File: src/rtl/mem_stage_lsu.sv
// MEM-stage load/store unit: posted-store FIFO buffer in front of DATAMEM, 1-cycle load response.
// Build option MEMSTAGE_FWD_EN: store-buffer forwarding to loads (otherwise loads wait for an empty buffer).
module mem_stage_lsu #(
  parameter int SB_DEPTH = 4,
  parameter int ADDR_W   = 8,
  parameter int DATA_W   = 8,
  parameter int RD_W     = 3
) (
  input  logic                      clk,
  input  logic                      reset,
  input  logic                      req_valid,
  output logic                      req_ready,
  input  logic                      req_is_store,
  input  logic [ADDR_W-1:0]         req_addr,
  input  logic [DATA_W-1:0]         req_wdata,
  input  logic [RD_W-1:0]           req_rd,
  output logic                      resp_valid,
  output logic [DATA_W-1:0]         resp_data,
  output logic [RD_W-1:0]           resp_rd,
  output logic                      MemRead,
  output logic                      MemWrite,
  output logic [ADDR_W-1:0]         Addr,
  output logic [DATA_W-1:0]         Wdata,
  input  logic [DATA_W-1:0]         Rdata,
  output logic [$clog2(SB_DEPTH):0] sb_count
);
  localparam int PTR_W = $clog2(SB_DEPTH);
  localparam int CNT_W = PTR_W + 1;

  logic [SB_DEPTH-1:0][ADDR_W-1:0] sb_addr_q, sb_addr_d;
  logic [SB_DEPTH-1:0][DATA_W-1:0] sb_data_q, sb_data_d;
  logic [PTR_W-1:0]                head_q, head_d, tail_q, tail_d;
  logic [CNT_W-1:0]                cnt_q, cnt_d;
  logic                            resp_valid_q, resp_valid_d;
  logic [DATA_W-1:0]               resp_data_q, resp_data_d;
  logic [RD_W-1:0]                 resp_rd_q, resp_rd_d;

  logic              full, st_fire, ld_fire, mem_ld, drain, hit;
  logic [DATA_W-1:0] fwd_data;

  assign full = (cnt_q == CNT_W'(SB_DEPTH));

`ifdef MEMSTAGE_FWD_EN
  logic [PTR_W-1:0] idx;

  // Walk oldest->youngest with last-match-wins, so the youngest matching store supplies the data.
  always_comb begin
    hit      = 1'b0;
    fwd_data = '0;
    idx      = head_q;
    for (int i = 0; i < SB_DEPTH; i++) begin
      idx = head_q + PTR_W'(i);
      if ((CNT_W'(i) < cnt_q) && (sb_addr_q[idx] == req_addr)) begin
        hit      = 1'b1;
        fwd_data = sb_data_q[idx];
      end
    end
  end

  assign req_ready = !full;
`else
  assign hit       = 1'b0;
  assign fwd_data  = '0;
  // Without forwarding a load may only go once every older store has reached memory.
  assign req_ready = req_is_store ? !full : (cnt_q == '0);
`endif

  assign st_fire = !reset && req_valid && req_ready &&  req_is_store;
  assign ld_fire = !reset && req_valid && req_ready && !req_is_store;
  assign mem_ld  = ld_fire && !hit;
  assign drain   = !reset && !mem_ld && (cnt_q != '0);

  always_comb begin
    sb_addr_d    = sb_addr_q;
    sb_data_d    = sb_data_q;
    head_d       = head_q;
    tail_d       = tail_q;
    cnt_d        = cnt_q;
    resp_valid_d = ld_fire;
    resp_data_d  = resp_data_q;
    resp_rd_d    = resp_rd_q;
    if (st_fire) begin
      sb_addr_d[tail_q] = req_addr;
      sb_data_d[tail_q] = req_wdata;
      tail_d            = tail_q + PTR_W'(1);
    end
    if (drain) head_d = head_q + PTR_W'(1);
    case ({st_fire, drain})
      2'b10:   cnt_d = cnt_q + CNT_W'(1);
      2'b01:   cnt_d = cnt_q - CNT_W'(1);
      default: cnt_d = cnt_q;
    endcase
    if (ld_fire) begin
      resp_data_d = hit ? fwd_data : Rdata;
      resp_rd_d   = req_rd;
    end
  end

  always_ff @(posedge clk) begin
    if (reset) begin
      head_q       <= '0;
      tail_q       <= '0;
      cnt_q        <= '0;
      resp_valid_q <= 1'b0;
      resp_data_q  <= '0;
      resp_rd_q    <= '0;
    end else begin
      head_q       <= head_d;
      tail_q       <= tail_d;
      cnt_q        <= cnt_d;
      resp_valid_q <= resp_valid_d;
      resp_data_q  <= resp_data_d;
      resp_rd_q    <= resp_rd_d;
    end
  end

  // Entry storage needs no reset: occupancy alone says which entries are live.
  always_ff @(posedge clk) begin
    sb_addr_q <= sb_addr_d;
    sb_data_q <= sb_data_d;
  end

  assign MemRead    = mem_ld;
  assign MemWrite   = drain;
  assign Addr       = mem_ld ? req_addr : (drain ? sb_addr_q[head_q] : '0);
  assign Wdata      = drain ? sb_data_q[head_q] : '0;
  assign resp_valid = resp_valid_q;
  assign resp_data  = resp_data_q;
  assign resp_rd    = resp_rd_q;
  assign sb_count   = cnt_q;
endmodule

File: config.mk
export PLATFORM = sky130hd
export DESIGN_NAME = mem_stage_lsu
export DESIGN_NICKNAME = d
export VERILOG_FILES = /design/src/rtl/mem_stage_lsu.sv
export SDC_FILE = /design/constraint.sdc
export NUM_CORES = 1
export LEC_CHECK = 0
export ABC_CLOCK_PERIOD_IN_PS = 7000
export CAP_MARGIN = 20
export CORE_MARGIN = 1
export CORE_UTILIZATION = 35
export CTS_CLUSTER_DIAMETER = 80
export DETAILED_ROUTE_END_ITERATION = 10
export MAX_ROUTING_LAYER = met4
export SLEW_MARGIN = 25
export SYNTH_ARGS = -nofsm -noshare
export SYNTH_HDL_FRONTEND = slang
export SYNTH_SLANG_ARGS = --single-unit
File: constraint.sdc
create_clock -name clk -period 7 [get_ports clk]
set_input_delay 2.1 -clock clk [delete_from_list [all_inputs] [get_ports clk]]
set_output_delay 2.1 -clock clk [all_outputs]
set_load 0.005 [all_outputs]
== Yosys cells after proc, flatten, opt, wreduce, memory -nomap -nowiden ==
Index checks and enable logic that the tools add are counted.
W data, S select, Z words.
Word-level totals
  bits in registers: 83
  input port bits: 31
  output and inout bits: 34
  logic and storage cells: 51
Operators by class
  equality and inequality tests: 3
  $add $sub $neg: 4
  magnitude comparators: 3
  reduce and logical (&&, ||, !) cells: 14
  mux-type cells: 13
Operator list (number)
  $bwmux W32: 2
  $mux W8: 6
  $bmux W8 S2: 2
  $demux W8 S2: 1
  $logic_and A1 B1 Y1: 7
  $lt A2 B3 Y1 const B: 2
  $pmux W3 S2: 1
  $add A2 B1 Y2 const B: 2
  $logic_not A1 Y1: 4
  $add A3 B1 Y3 const B: 1
  $eq A3 B3 Y1 const B: 1
  $logic_not A3 Y1: 1
  $reduce_bool A3 Y1: 1
  $sub A3 B1 Y3 const B: 1
  $eq A2 B1 Y1 const B: 1
  $eq A2 B2 Y1 const B: 1
  $ge A2 B1 Y1 const B: 1
  $reduce_bool A2 Y1: 1
  $mux W1: 1

== Logic depth before layout (Yosys ltp) ==
Gate-level depths: netlist of the first run.
  word-level depth: 10
  depth in mapped cells: 10

== Worst setup path before layout of the first run ==
Ideal clock, no wire load.
  path kind: input port to output port
  from: input port req_is_store
  to: output port Addr[0]
  path buffers: 0
  stages: 3
  required time: 4900 ps
  slack: 1930 ps
  arrival time: 2970 ps
  cells stage by stage: or3b_2 > nor2_8 > a22o_2
On the way
  word-level cells in the longest chain between the ends: 8
RTL lines
  start: declaration: line 13  | input logic req_is_store,
  $mux W1: line 65  | assign req_ready = req_is_store ? !full : (cnt_q == '0);
  $logic_and A1 B1 Y1: line 69  | assign ld_fire = !reset && req_valid && req_ready && !req_is_store;
  $logic_and A1 B1 Y1 (*): line 69
  $logic_not A1 Y1: line 71  | assign drain = !reset && !mem_ld && (cnt_q != '0);
  $logic_and A1 B1 Y1 (2 in series): line 71
  $mux W8: line 125  | assign Addr = mem_ld ? req_addr : (drain ? sb_addr_q[head_q] : '0);
  $mux W8 (*): line 125
  end: declaration: line 22  | output logic [ADDR_W-1:0] Addr,
Mark *: on every way between the ends. The rest lies on a longest branch, timed or not.

== Worst setup path after layout of the first run ==
  from: input port req_valid
  to: output port Addr[2]
On the way
  word-level cells in the longest chain between the ends: 8
RTL lines
  start: declaration: line 11  | input logic req_valid,
  $logic_and A1 B1 Y1 (*) (3 in series): line 69
  $logic_not A1 Y1: line 71
  $logic_and A1 B1 Y1 (2 in series): line 71
  $mux W8: line 125
  $mux W8 (*): line 125
Marked as above.

==> flow_summary.ini, run 1 <==
[grt]
grt_util_met2_pct = 22.8
grt_usage_pct = 14.5
use_met3_pct = 2.69
top_usage_layer = met2
grt_max_degree = 23
met1_usage_pct = 18.2
grt_pass1_vias = 1971
overflow = 0
grt_pass1_wl_mm = 10.4
antenna_found_initial = 0

[cts]
cts_tree = built
post-cts-setup-buffer-count = 0
clk_latency_ns = 0.34
cts_root_buf = clkbuf_8
clkSinkCount = 83
post_cts_resized = 0
ctsHoldBuffers = 0
cts_buffer_depth = 2
numCtsBuffers = 9
cts_htree_levels = 3
clk_pin_slew_ns = 0.08

[critical_path]
crit_type = in2out
worstPathArrival_ns = 4.19
crit_fanout = 18
critPathCaptureType = primary output
worstPathRequired_ns = 4.90
setup.worst_path.start_class = input port
r2r_cells = 10

[power]
p_per_area_nw_per_um2 = 290
p_clk_share_pct = 29.0
seqPwrFrac_pct = 45.2
power_switching_uw = 332
p_comb_share_pct = 25.8
swShare_pct = 25.9
p_leak_nw = 1.46
ir_drop_mv = 0.153
power_mw = 1.28
internal_power_uw = 951

[yosys]
syn_inst = 210
synth.avg_cell_area_um2 = 16.4
syn_area_um2 = 3440
synth_nets = 247
yosysWarnings = 0
ys_ff_latch = 83
netlist-cell-type-count = 30
ys_seq_area_share_pct = 66.9

[placement]
dp_hpwl_mm = 4.30
place_ws_ns = 0.692
place_congestion = 0.750
io_buffers = 64
placed_cells = 396
place_area_um2 = 4190

[hold_path]
hold_path_depth = 2
hold_class = reg2reg

[route]
drc_errors = 0
num_vias = 1952
antenna_left = 0
drtIter0Drc = 37
drt-total-wl_mm = 6.60
wl_per_cell_um = 16.0
drtPass1Iterations = 4
viasPerCell = 4.74

[die]
fp.coreArea_um2 = 9370
num_rows = 35
die_h_um = 101
die-area_um2 = 10200
die_w_um = 101
start_util_pct = 36.7
ios = 65

[cells_and_area]
final_cells = 412
final_cell_area_um2 = 4420
drive_gt1_share_pct = 20.1
antenna_cells = 0
multiInputGateArea_um2 = 1020
area_growth_pct = 28.3
seq_area_um2 = 2300
n_fill_cell = 864
most-common-layout-cells = 64 x clkdlybuf4s50_1, 64 x edfxtp_1, 19 x dfxtp_1
nets = 315

[sta]
finalMaxSlewViolations = 0
worst_pin_slew_ns = 0.891
final.setup.tns_ns = 0
setup_viol = 0
finClkSkew_ns = 0.00758
rsz0062_at_grt = false
clock.fmax_ghz = 0.159
slew_headroom_pct = 40.5
period_needed_ns = 6.29
hold_viol_final = 0
finalCritPeriodShare_pct = 89.9
setup_slack_ns = 0.710

[status]
status = completed

[job]
maxCapViolations = 0
state kept, by name, indices dropped and copies added, names as in the netlist:
register	cells
resp_data	8
sb_addr_q	32
sb_data_q	32
resp_rd	3
tail_q	2
resp_valid	1
head_q	2
sb_count	3
critical path, cell delays in order:
cell,delay (ns)
clkdlybuf4s50_1,0.51
or3b_2,0.55
nor2_8,0.32
a22o_2,0.21
clkdlybuf4s50_1,0.49
cells in the mapped netlist:
library cell | number | share of area (%)
o21ai_0 | 6 | 0.87
nor2_2 | 1 | 0.18
xor2_1 | 3 | 0.76
buf_12 | 1 | 0.58
or3b_2 | 2 | 0.51
buf_2 | 4 | 0.58
nand2b_1 | 9 | 1.6
nand3_1 | 13 | 1.9
a22o_2 | 8 | 2.3
nor2_1 | 7 | 0.76
o21ai_2 | 9 | 2.3
edfxtp_1 | 64 | 56
buf_6 | 4 | 1.3
nor3_1 | 1 | 0.15
and2_1 | 8 | 1.5
mux4_2 | 16 | 10
and3_1 | 4 | 0.73
dfxtp_1 | 19 | 11
a21oi_1 | 6 | 0.87
clkbuf_1 | 3 | 0.33
or3_1 | 2 | 0.36
nor2_8 | 1 | 0.58
inv_1 | 6 | 0.65
fa_1 | 1 | 0.58
nand3b_1 | 1 | 0.22
ha_1 | 5 | 1.8
nand2_1 | 1 | 0.11
and3b_1 | 1 | 0.25
nor3b_1 | 3 | 0.65
o31ai_1 | 1 | 0.22
cells by family (layout without fill, tap and decap cells):
group / count (synthesis) / after routing / synth area share, %
adder cells (fa/ha/maj): 6 / 6 / 2.40
buffers and inverters: 18 / 91 / 3.45
AND/OR/NAND/NOR: 54 / 54 / 9.48
XOR/XNOR: 3 / 3 / 0.763
multiplexers: 16 / 16 / 10.5
flip-flops: 83 / 83 / 66.9
AO/OA/AOI/OAI: 30 / 30 / 6.58
layer usage:
metal | part of all wire (%) | vias up | routed length [um]
met4 | 1.8 | 0 | 119
met3 | 3.6 | 11 | 238
met2 | 49 | 49 | 3250
met5 | 0 | - | 0
li1 | - | 937 | -
met1 | 45 | 955 | 3000
layout make-up:
cell class	instances	share of cell area [%]
Clock buffer	15	5.07
Clock inverter	1	0.198
Inverter	6	0.510
Multi-Input combinational cell	109	23.1
Sequential cell	83	52.1
Tap cell	129	3.65
Timing Repair Buffer	69	15.3
final timing paths:
| kind | to | startpoint | slack (ns) |
|---|---|---|---|
| min | resp_data[6] | resp_data[6] | 0.48 |
| max | Addr[2] | req_valid | 0.71 |
| max reg2reg | sb_count[2] | sb_count[0] | 4.44 |
| min reg2reg | resp_data[6] | resp_data[6] | 0.48 |
power by group through the flow:
| stage | clock, mW | combinational (mW) | sequential [mW] |
|---|---|---|---|
| 2_1_floorplan | 0 | 0.226 | 0.574 |
| 3_3_place_gp | 0 | 0.332 | 0.592 |
| 3_5_place_dp | 0 | 0.336 | 0.592 |
| 4_1_cts | 0.381 | 0.338 | 0.581 |
| 5_1_grt | 0.400 | 0.365 | 0.584 |
| 6_report | 0.371 | 0.331 | 0.580 |
per-stage QoR:
stage	hold slack, ns	util (%)
2_1_floorplan	0.470	-
3_3_place_gp	0.462	44.7
3_5_place_dp	0.472	44.7
4_1_cts	0.480	47.2
5_1_grt	0.499	47.2
6_report	0.477	47.2
Note: power is estimated with default switching activity, not from simulation.
==> inputs of run 2 (changes only) <==
Settings changed: ABC_CLOCK_PERIOD_IN_PS 7000 to default.
==> results of run 2 <==
No change in the layout: final DEF, timing and power equal those of run 1.
==> inputs of run 3 (changes only) <==
Settings changed: CTS_CLUSTER_SIZE from default to 28, PLACE_DENSITY from default to 0.65.
==> flow_summary.ini, run 3 (same netlist as run 1, synthesis figures left out) <==
[critical_path]
worstPathArrival_ns = 4.23
crit_fanout = 18
crit_type = in2out
r2r_start = sb_count[2]
worstPathRequired_ns = 4.90
r2r-end = sb_count[2]
setup.worst_path.start_class = input port
rrSetupSlack_ns = 4.82
critPathCaptureType = primary output
r2r_cells = 9

[cts]
cts_htree_levels = 3
cts_buffer_depth = 2
clk_pin_slew_ns = 0.08
cts_tree = built
post_cts_resized = 0
clkSinkCount = 83
post-cts-setup-buffer-count = 0
clk_latency_ns = 0.35
ctsHoldBuffers = 0
cts_root_buf = clkbuf_8
numCtsBuffers = 9

[die]
die_h_um = 101
fp.coreArea_um2 = 9370
ios = 65
die-area_um2 = 10200
die_w_um = 101
num_rows = 35
start_util_pct = 36.7

[hold_path]
min_from = resp_rd[1]
hold_path_depth = 2
min_to = resp_rd[1]
hold_class = reg2reg

[sta]
hold_slack_ns = 0.475
setup_viol = 0
period_needed_ns = 6.33
finalMaxSlewViolations = 0
rsz0062_at_grt = false
hold_viol_final = 0
finalCritPeriodShare_pct = 90.4
finClkSkew_ns = 0.00980
slew_headroom_pct = 41.3
clock.fmax_ghz = 0.158
final.setup.tns_ns = 0
worst_pin_slew_ns = 0.881

[job]
maxCapViolations = 0

[route]
drc_errors = 0
viasPerCell = 4.81
antenna_left = 0
wl_per_cell_um = 15.4
drtIter0Drc = 44
drtPass1Iterations = 4
num_vias = 1978
drt-total-wl_mm = 6.34

[cells_and_area]
antenna_cells = 0
most-common-layout-cells = 64 x clkdlybuf4s50_1, 64 x edfxtp_1, 19 x dfxtp_1
drive_gt1_share_pct = 19.9
area_growth_pct = 27.7
nets = 314

[placement]
place_congestion = 0.695
dp_hpwl_mm = 4.01
io_buffers = 64

[status]
status = completed

[grt]
grt_max_degree = 23
grt_pass1_vias = 1979
antenna_found_initial = 0
grt_usage_pct = 14.0
grt_pass1_wl_mm = 10.1
overflow = 0

[power]
p_leak_nw = 1.44
ir_drop_mv = 0.127
p_per_area_nw_per_um2 = 288
## run 3: stage by stage
step                power [mW]  utilization, %  setup slack, ns  instance area, um^2  instances
floorplan                0.800               -             1.93                 3440        210
global route              1.34            46.9            0.586                 4400        411
detailed placement       0.926            44.6            0.678                 4180        395
global placement         0.923            44.6            0.729                 4180        395
finish                    1.27            46.9            0.673                 4400        411
CTS                       1.29            46.9            0.674                 4400        411
## run 3: critical path: stages
cell             delay [ns]
clkdlybuf4s50_1        0.47
or3b_2                 0.58
nor2_8                 0.35
a22o_2                 0.22
clkdlybuf4s50_1        0.49
## run 3: worst max path at each step
stage / from / endpoint / slack [ns] / cells after the start
after floorplan: req_is_store / Addr[0] / 1.93 / 3
after global placement: req_valid / Addr[6] / 0.73 / 5
after detailed placement: req_is_store / Addr[2] / 0.68 / 5
after CTS: req_is_store / Addr[2] / 0.67 / 5
after global routing: req_is_store / Addr[5] / 0.59 / 5
final: req_is_store / Addr[2] / 0.67 / 5
## run 3: layer usage
layer / vias to the layer above / track usage (%) / part of all wire (%)
li1: 935 / - / -
met1: 984 / 17.2 / 46
met2: 48 / 22.0 / 48
met3: 11 / 3.17 / 4.0
met4: 0 / 6.69 / 1.6
met5: - / - / 0
## run 3: area by class of cell
type | instances | area (um^2)
flip-flops and latches | 83 | 2300
fillers | 864 | 4970
inverters | 6 | 22.5
well taps | 129 | 161
multi-input cells | 109 | 1030
clock inverters | 3 | 43.8
clock buffers | 13 | 170
repair buffers | 68 | 671
## run 3: power by group
part / switching [mW] / total (mW) / internal, mW
Sequential: 0.0252 / 0.576 / 0.551
Clock: 0.165 / 0.362 / 0.197
Combinational: 0.141 / 0.331 / 0.190
